$ cat src/rtl/pipe_mem_wb_fifo.sv
// Elastic MEM/WB writeback FIFO: valid/ready on both sides, per-thread flush
// that turns held entries into bubbles, and a two-port forwarding lookup.
module pipe_mem_wb_fifo #(
    parameter int  DATAPATH_WIDTH     = 64,
    parameter int  REGFILE_ADDR_WIDTH = 5,
    parameter int  THREAD_BITS        = 2,
    parameter int  DEPTH              = 2,
    localparam int NUM_THREADS        = 2 ** THREAD_BITS,
    localparam int PTR_W              = $clog2(DEPTH)
) (
    input  logic                          clk,
    input  logic                          reset,
    input  logic                          in_valid,
    output logic                          in_ready,
    input  logic [DATAPATH_WIDTH-1:0]     accum_in,
    input  logic [REGFILE_ADDR_WIDTH-1:0] WR_addr_in,
    input  logic                          WR_en_in,
    input  logic                          mem_reg_sel_in,
    input  logic [THREAD_BITS-1:0]        thread_id_in,
    input  logic [NUM_THREADS-1:0]        flush_mask,
    output logic                          out_valid,
    input  logic                          out_ready,
    output logic [DATAPATH_WIDTH-1:0]     accum_out,
    output logic [REGFILE_ADDR_WIDTH-1:0] WR_addr_out,
    output logic                          WR_en_out,
    output logic                          mem_reg_sel_out,
    output logic [THREAD_BITS-1:0]        thread_id_out,
    input  logic [THREAD_BITS-1:0]        rd_thread,
    input  logic [REGFILE_ADDR_WIDTH-1:0] rd_addr_a,
    input  logic [REGFILE_ADDR_WIDTH-1:0] rd_addr_b,
    output logic                          hit_a,
    output logic                          hit_b,
    output logic [DATAPATH_WIDTH-1:0]     fwd_data_a,
    output logic [DATAPATH_WIDTH-1:0]     fwd_data_b,
    output logic [PTR_W:0]                count
);

    localparam logic [PTR_W:0] FULL = (PTR_W + 1)'(DEPTH);

    logic [DATAPATH_WIDTH-1:0]     accum_q [DEPTH];
    logic [DATAPATH_WIDTH-1:0]     accum_d [DEPTH];
    logic [REGFILE_ADDR_WIDTH-1:0] addr_q  [DEPTH];
    logic [REGFILE_ADDR_WIDTH-1:0] addr_d  [DEPTH];
    logic [THREAD_BITS-1:0]        tid_q   [DEPTH];
    logic [THREAD_BITS-1:0]        tid_d   [DEPTH];
    logic [DEPTH-1:0]              wen_q, wen_d;
    logic [DEPTH-1:0]              sel_q, sel_d;
    logic [PTR_W-1:0]              wr_ptr_q, wr_ptr_d;
    logic [PTR_W-1:0]              rd_ptr_q, rd_ptr_d;
    logic [PTR_W:0]                count_q, count_d;
    logic [DEPTH-1:0]              occ;
    logic [PTR_W-1:0]              idx;
    logic                          push, pop;

    assign in_ready  = (count_q != FULL) && !reset;
    assign out_valid = (count_q != '0);
    assign push      = in_valid && in_ready;
    assign pop       = out_valid && out_ready;
    assign count     = count_q;

    assign accum_out       = out_valid ? accum_q[rd_ptr_q] : '0;
    assign WR_addr_out     = out_valid ? addr_q[rd_ptr_q]  : '0;
    assign WR_en_out       = out_valid ? wen_q[rd_ptr_q]   : 1'b0;
    assign mem_reg_sel_out = out_valid ? sel_q[rd_ptr_q]   : 1'b0;
    assign thread_id_out   = out_valid ? tid_q[rd_ptr_q]   : '0;

    // A slot is occupied when its distance from the head is below the count.
    always_comb begin
        occ = '0;
        for (int i = 0; i < DEPTH; i++) begin
            occ[i] = {1'b0, PTR_W'(i) - rd_ptr_q} < count_q;
        end
    end

    always_comb begin
        accum_d = accum_q;
        addr_d  = addr_q;
        tid_d   = tid_q;
        wen_d   = wen_q;
        sel_d   = sel_q;
        for (int i = 0; i < DEPTH; i++) begin
            if (occ[i] && flush_mask[tid_q[i]]) wen_d[i] = 1'b0;
        end
        // The push slot is never occupied, so it cannot collide with the flush above.
        if (push) begin
            accum_d[wr_ptr_q] = accum_in;
            addr_d[wr_ptr_q]  = WR_addr_in;
            tid_d[wr_ptr_q]   = thread_id_in;
            wen_d[wr_ptr_q]   = WR_en_in && !flush_mask[thread_id_in];
            sel_d[wr_ptr_q]   = mem_reg_sel_in;
        end
        wr_ptr_d = push ? wr_ptr_q + PTR_W'(1) : wr_ptr_q;
        rd_ptr_d = pop  ? rd_ptr_q + PTR_W'(1) : rd_ptr_q;
        count_d  = count_q;
        if (push && !pop)      count_d = count_q + (PTR_W + 1)'(1);
        else if (pop && !push) count_d = count_q - (PTR_W + 1)'(1);
    end

    // Walk oldest to youngest so the youngest match overwrites older ones.
    always_comb begin
        hit_a      = 1'b0;
        hit_b      = 1'b0;
        fwd_data_a = '0;
        fwd_data_b = '0;
        idx        = '0;
        for (int k = 0; k < DEPTH; k++) begin
            idx = rd_ptr_q + PTR_W'(k);
            if (((PTR_W + 1)'(k) < count_q) && wen_q[idx] && (tid_q[idx] == rd_thread)) begin
                if (addr_q[idx] == rd_addr_a) begin
                    hit_a      = 1'b1;
                    fwd_data_a = accum_q[idx];
                end
                if (addr_q[idx] == rd_addr_b) begin
                    hit_b      = 1'b1;
                    fwd_data_b = accum_q[idx];
                end
            end
        end
    end

    always_ff @(posedge clk or posedge reset) begin
        if (reset) begin
            for (int i = 0; i < DEPTH; i++) begin
                accum_q[i] <= '0;
                addr_q[i]  <= '0;
                tid_q[i]   <= '0;
            end
            wen_q    <= '0;
            sel_q    <= '0;
            wr_ptr_q <= '0;
            rd_ptr_q <= '0;
            count_q  <= '0;
        end else begin
            accum_q  <= accum_d;
            addr_q   <= addr_d;
            tid_q    <= tid_d;
            wen_q    <= wen_d;
            sel_q    <= sel_d;
            wr_ptr_q <= wr_ptr_d;
            rd_ptr_q <= rd_ptr_d;
            count_q  <= count_d;
        end
    end

endmodule

$ cat config.mk
export PLATFORM = sky130hd
export DESIGN_NAME = pipe_mem_wb_fifo
export DESIGN_NICKNAME = d
export VERILOG_FILES = /design/src/rtl/pipe_mem_wb_fifo.sv
export SDC_FILE = /design/constraint.sdc
export NUM_CORES = 1
export LEC_CHECK = 0
export CAP_MARGIN = 40
export CELL_PAD_IN_SITES_DETAIL_PLACEMENT = 2
export CELL_PAD_IN_SITES_GLOBAL_PLACEMENT = 2
export CORE_MARGIN = 1
export CORE_UTILIZATION = 31
export DETAILED_ROUTE_END_ITERATION = 10
export PLACE_DENSITY_LB_ADDON = 0.1
export SETUP_SLACK_MARGIN = 0.05
export SLEW_MARGIN = 20
export SYNTH_ARGS = -nofsm -noshare
export SYNTH_HDL_FRONTEND = slang
export SYNTH_SLANG_ARGS = --single-unit
$ cat constraint.sdc
create_clock -name clk -period 7.42 [get_ports clk]
set_input_delay 0.742 -clock clk [delete_from_list [all_inputs] [get_ports clk]]
set_output_delay 0.742 -clock clk [all_outputs]
set_load 0.01 [all_outputs]
; ---- After elaboration in Yosys (flattened, before gate mapping)
; Cells that the tools add are included.
[word_totals]
ff_bits = 150
input_bits = 93
output_inout_bits = 207
word_cells = 131
[classes]
n_addsub = 6
magnitude_cmp = 15
eq_ne = 7
mux = 69
n_bitwise = 3
reduce_logical = 20
[op_table]
columns = op, n
row1 = 2-to-1 mux 64 bit, 16
row2 = bitwise mux 128 bit, 1
row3 = demux 64 bit (select 1 bit), 1
row4 = 2-to-1 mux 5 bit, 8
row5 = 2-to-1 mux 1 bit, 22
row6 = 2-to-1 mux 2 bit, 11
row7 = equality test 5 bit, 4
row8 = logical AND 1 bit, 14
row9 = bitwise mux 10 bit, 1
row10 = < comparator 2 x 3 -> 1 bit (second input constant), 3
row11 = binary-select mux 1 bit (select 2 bit), 3
row12 = greater-or-equal comparator 2 bit (second input constant), 3
row13 = < comparator 1 x 2 -> 1 bit (second input constant), 3
row14 = NOT 1 -> 2 bit, 3
row15 = demux 5 bit (select 1 bit), 1
row16 = bitwise mux 2 bit, 2
row17 = bitwise mux 4 bit, 1
row18 = equality test 2 bit, 2
row19 = logical NOT 1 bit, 4
row20 = < comparator 1 x 2 -> 1 bit, 2
row21 = < comparator 1 x 2 -> 1 bit (first input constant), 2
row22 = nonzero test 2 bit, 2
row23 = adder 1 bit (second input constant), 2
row24 = adder 2 x 1 -> 2 bit (second input constant), 1
row25 = other kinds (7), 8

; ---- Longest topological paths before layout
[logic_depth]
ltp_word = 9
ltp_mapped = 11

; ---- Worst setup path after synthesis
; Ideal clock, no wire load.
[synth_timing]
path_type = register to output
start = register count_q[0], in the netlist count[0]
end = output fwd_data_b[0]
t_arrival_ns = 2.382
required_ns = 6.678
slack_ns = 4.296
stages_incl_launch_ff = 10
n_path_buf = 2
cell_sequence = dfrtp_1 -> inv_1 -> ha_1 -> nor2_1 -> or4b_1 -> or2_0 -> or2_1 -> buf_6 -> buf_6 -> o211ai_1
[synth_via]
elab_chain_len = 6
[synth_rtl]
columns = element, line_no
row1 = from (decl), 50  ; logic [PTR_W:0] count_q, count_d;
row2 = from (signal assigned), 141  ; count_q <= count_d;
row3 = < comparator 1 x 2 -> 1 bit, 108  ; if (((PTR_W + 1)'(k) < count_q) && wen_q[idx] && (tid_q[idx] == rd_thread)) begin
row4 = logical AND 1 bit (2 in a row), 108
row5 = 2-to-1 mux 64 bit, 108
row6 = 2-to-1 mux 64 bit, 113  ; if (addr_q[idx] == rd_addr_b) begin
row7 = 2-to-1 mux 64 bit *, 108
row8 = to (decl), 34  ; output logic [DATAPATH_WIDTH-1:0] fwd_data_b,
; Every way passes the cells marked *; elsewhere a longest branch is shown, timed or not.

; ---- Final worst setup path
[layout_timing]
start = register count_q[1], in the netlist count[1]
end = output fwd_data_b[0]
; The elaborated chain is that of the path after synthesis.

==> flow_summary_export.csv <==
group,metric,value,unit
place,hpwl,28.1,mm
floorplan,die_area,34400,µm²
drt,drcViolationCount,0,
cells_and_area,syn_to_final_growth,39.8,%
clock_network,clockBufferDepth,2,
flow_run,drv_cap,0,
grt,grt_max_degree,84,
drt,drtIter0Drc,538,
yosys,ys_seq_elements,150,
clock_network,clk_latency,0.44,ns
clock_network,cts_tree,"yes",
timing,slew_violations,0,
floorplan,fp.coreArea,32800,µm²
timing,tightest_slew,0.778,ns
timing,finalCritPeriodShare,0.740,
grt,grt_use_total,0.246,
timing,tns,0,ns
worst_hold_path,hold_class,"reg -> reg",
clock_network,cts_setup_buffers,0,
yosys,syn_area,10400,µm²
yosys,yosysSeqAreaShare,0.360,
cells_and_area,utilization,0.445,
yosys,yosys_warnings,0,
place,io_buffer_count,299,
yosys,synth_cells,1121,
floorplan,top_level_ports,300,
drt,vias,9930,
clock_network,postCtsHoldBufs,0,
grt,met3_usage,0.0403,
timing,relSlewSlack,0.476,
timing,fmax,0.182,GHz
worst_setup_path,arrival,4.75,ns
clock_network,htree_levels,4,
cells_and_area,nFillCells,3492,
grt,busiest_layer,"met2",
yosys,syn_avg_cell_area,9.30,µm²
clock_network,cts-root-buf,"clkbuf_16",
worst_setup_path,path_class,"reg -> out",
floorplan,rows,66,
cells_and_area,design_area,14600,µm²
worst_setup_path,path_max_fanout,48,
place,dpl-instance-area,13900,µm²
timing,period_needed,5.49,ns
power_and_ir_drop,power_density,385,nW/µm²
timing,finalHoldViolCount,0,
outcome,status,"complete, no violations",
power_and_ir_drop,power.leakage,5.51,nW
floorplan,initial_utilization,0.318,
floorplan,dieWidth,185,µm
grt,use_met1,0.312,
worst_setup_path,crit_required,6.68,ns
timing,skew,0.0125,ns
cells_and_area,nets,1456,
drt,wire_per_inst,22.7,µm
timing,setup_violations,0,
drt,detail_route.first_pass.iterations,4,
worst_setup_path,cpMaxStageDelayCell,"nor4_1",
clock_network,cts.sinks,150,
timing,grt_setup_unrepaired,"false",
yosys,syn-num-nets,1218,
power_and_ir_drop,irDropWorstVdd,0.000175,V
grt,met2_usage,0.423,
clock_network,cts.clk_slew.worst_paths,0.07,ns
drt,routed_wl,41.3,mm
floorplan,fp.dieH,185,µm
grt,antenna_found_initial,7,
drt,via_per_inst,5.46,
worst_setup_path,start_kind,"flop",
worst_setup_path,path_cells,"inv_1 -> ha_1 -> or3_1 -> nor4_1 -> and2_4 -> or2_4 -> buf_4 -> o211ai_1 -> clkdlybuf4s50_1",
yosys,synthDistinctLibCells,40,
drt,detail-route-antenna-nets,0,
place,globalplace.congestion,0.760,
grt,grt_pass1_wl,64.7,mm
clock_network,cts_resized,0,
grt,overflow,0,
worst_setup_path,max_stage_delay,0.71,ns
clock_network,cts_made_buffers,17,
cells_and_area,drive_gt1_frac,0.199,
worst_setup_path,cp-end-kind,"output port",
grt,grt_pass1_vias,10900,
==> Yosys cell counts <==
library cell / number / area share
dfrtp_1: 150 / 0.36
nand3_1: 145 / 0.070
mux2_2: 144 / 0.16
nand2_1: 133 / 0.048
clkbuf_1: 74 / 0.027
a21oi_1: 66 / 0.032
o21ai_0: 49 / 0.024
nor2b_1: 46 / 0.028
nor2_1: 45 / 0.016
a22o_1: 40 / 0.034
o2111ai_2: 37 / 0.053
and2_1: 24 / 0.014
o211ai_1: 24 / 0.017
xnor2_1: 23 / 0.019
o211ai_2: 22 / 0.026
buf_2: 21 / 0.010
mux2i_1: 19 / 0.018
buf_6: 8 / 0.0086
inv_1: 7 / 0.0025
nand4_1: 5 / 0.0030
xor2_1: 5 / 0.0042
ha_1: 4 / 0.0048
and4_1: 3 / 0.0025
mux4_2: 3 / 0.0065
nor3_1: 3 / 0.0014
o2111ai_1: 3 / 0.0025
a221oi_1: 2 / 0.0017
nand2b_1: 2 / 0.0012
nor4_1: 2 / 0.0012
o31ai_1: 2 / 0.0014
a211oi_1: 1 / 0.00072
a22oi_1: 1 / 0.00072
and3_1: 1 / 0.00060
buf_1: 1 / 0.00036
buf_4: 1 / 0.00072
mux2i_2: 1 / 0.0013
or2_0: 1 / 0.00060
or2_1: 1 / 0.00060
or3_1: 1 / 0.00060
or4b_1: 1 / 0.00096
==> area by class of cell <==
type	instances	area, µm²	share of cell area
repair buffers	324	3340	0.229
clock inverters	12	203	0.0139
diodes	7	17.5	0.00120
clock buffers	18	439	0.0301
multi-input cells	859	6230	0.428
flip-flops and latches	150	3760	0.258
well taps	442	553	0.0379
inverters	7	31.3	0.00215
==> path summary, 6_finish.rpt <==
| check | start | to | slack (ns) | cells past startpoint |
|---|---|---|---|---|
| max | count[1] | fwd_data_b[0] | 1.93 | 9 |
| min | sel_q[1] | sel_q[1] | 0.51 | 1 |
| max reg2reg | count[0] | accum_q[73] | 4.57 | 7 |
| min reg2reg | sel_q[1] | sel_q[1] | 0.51 | 1 |
| max in group asynchronous | reset | accum_q[96] | 5.71 | 4 |
| min in group asynchronous | reset | sel_q[0] | 0.71 | 2 |
==> metal layers <==
layer	part of all wire	routed length, µm	vias to the layer above
li1	-	-	4557
met1	0.44	18300	5085
met2	0.49	20300	239
met3	0.044	1810	47
met4	0.022	889	2
met5	0.00019	8	-
==> state kept, by name (all words and copies together), names as in the netlist <==
register  cells
accum_q     128
tid_q         4
sel_q         2
addr_q       10
rd_ptr_q      1
wr_ptr_q      1
count         2
wen_q         2
==> report_power, final <==
part	internal, mW	switching, mW	leakage [nW]	total, mW
Combinational	1.40	1.49	3.42	2.90
Clock	0.604	0.376	0.312	0.980
Sequential	1.24	0.503	1.78	1.74
Total	3.25	2.37	5.51	5.62
==> cell families after synthesis <==
group / synth area share
buffers and inverters: 0.0490
xor gates and xnor gates: 0.0235
adders and majority gates: 0.00480
DFF: 0.360
AOI/OAI and AO/OA: 0.193
and+or+nand+nor: 0.188
muxes: 0.182
==> layout by cell type, fill, tap and decap left out, types with 23 or more instances in the layout <==
cell | synthesis | final
a21oi_1 | 66 | 66
a22o_1 | 40 | 40
and2_1 | 24 | 23
clkdlybuf4s50_1 | 0 | 299
dfrtp_1 | 150 | 149
mux2_2 | 144 | 144
nand2_1 | 133 | 133
nand3_1 | 145 | 145
nor2_1 | 45 | 44
nor2b_1 | 46 | 46
o2111ai_2 | 37 | 37
o211ai_1 | 24 | 24
o21ai_0 | 49 | 49
xnor2_1 | 23 | 23
==> critical path: cells and delay by family, from the launching register on <==
| kind | cells | cell delay [ns] |
|---|---|---|
| compound gates | 1 | 0.20 |
| fa+ha+maj | 1 | 0.24 |
| buf+inv | 3 | 1.23 |
| flops | 1 | 0.45 |
| simple gates | 4 | 2.16 |
==> metrics by stage <==
step | setup WS, ns | total power, mW | std cells | hold slack [ns]
floorplan | 2.64 | 3.30 | 1121 | 0.461
global placement | 1.97 | 4.45 | 1772 | 0.490
detailed placement | 2.23 | 4.65 | 1781 | 0.497
CTS | 1.92 | 5.68 | 1811 | 0.513
global route | 1.70 | 6.00 | 1816 | 0.541
finish | 1.93 | 5.62 | 1819 | 0.511
(Power assumes the default switching activity.)
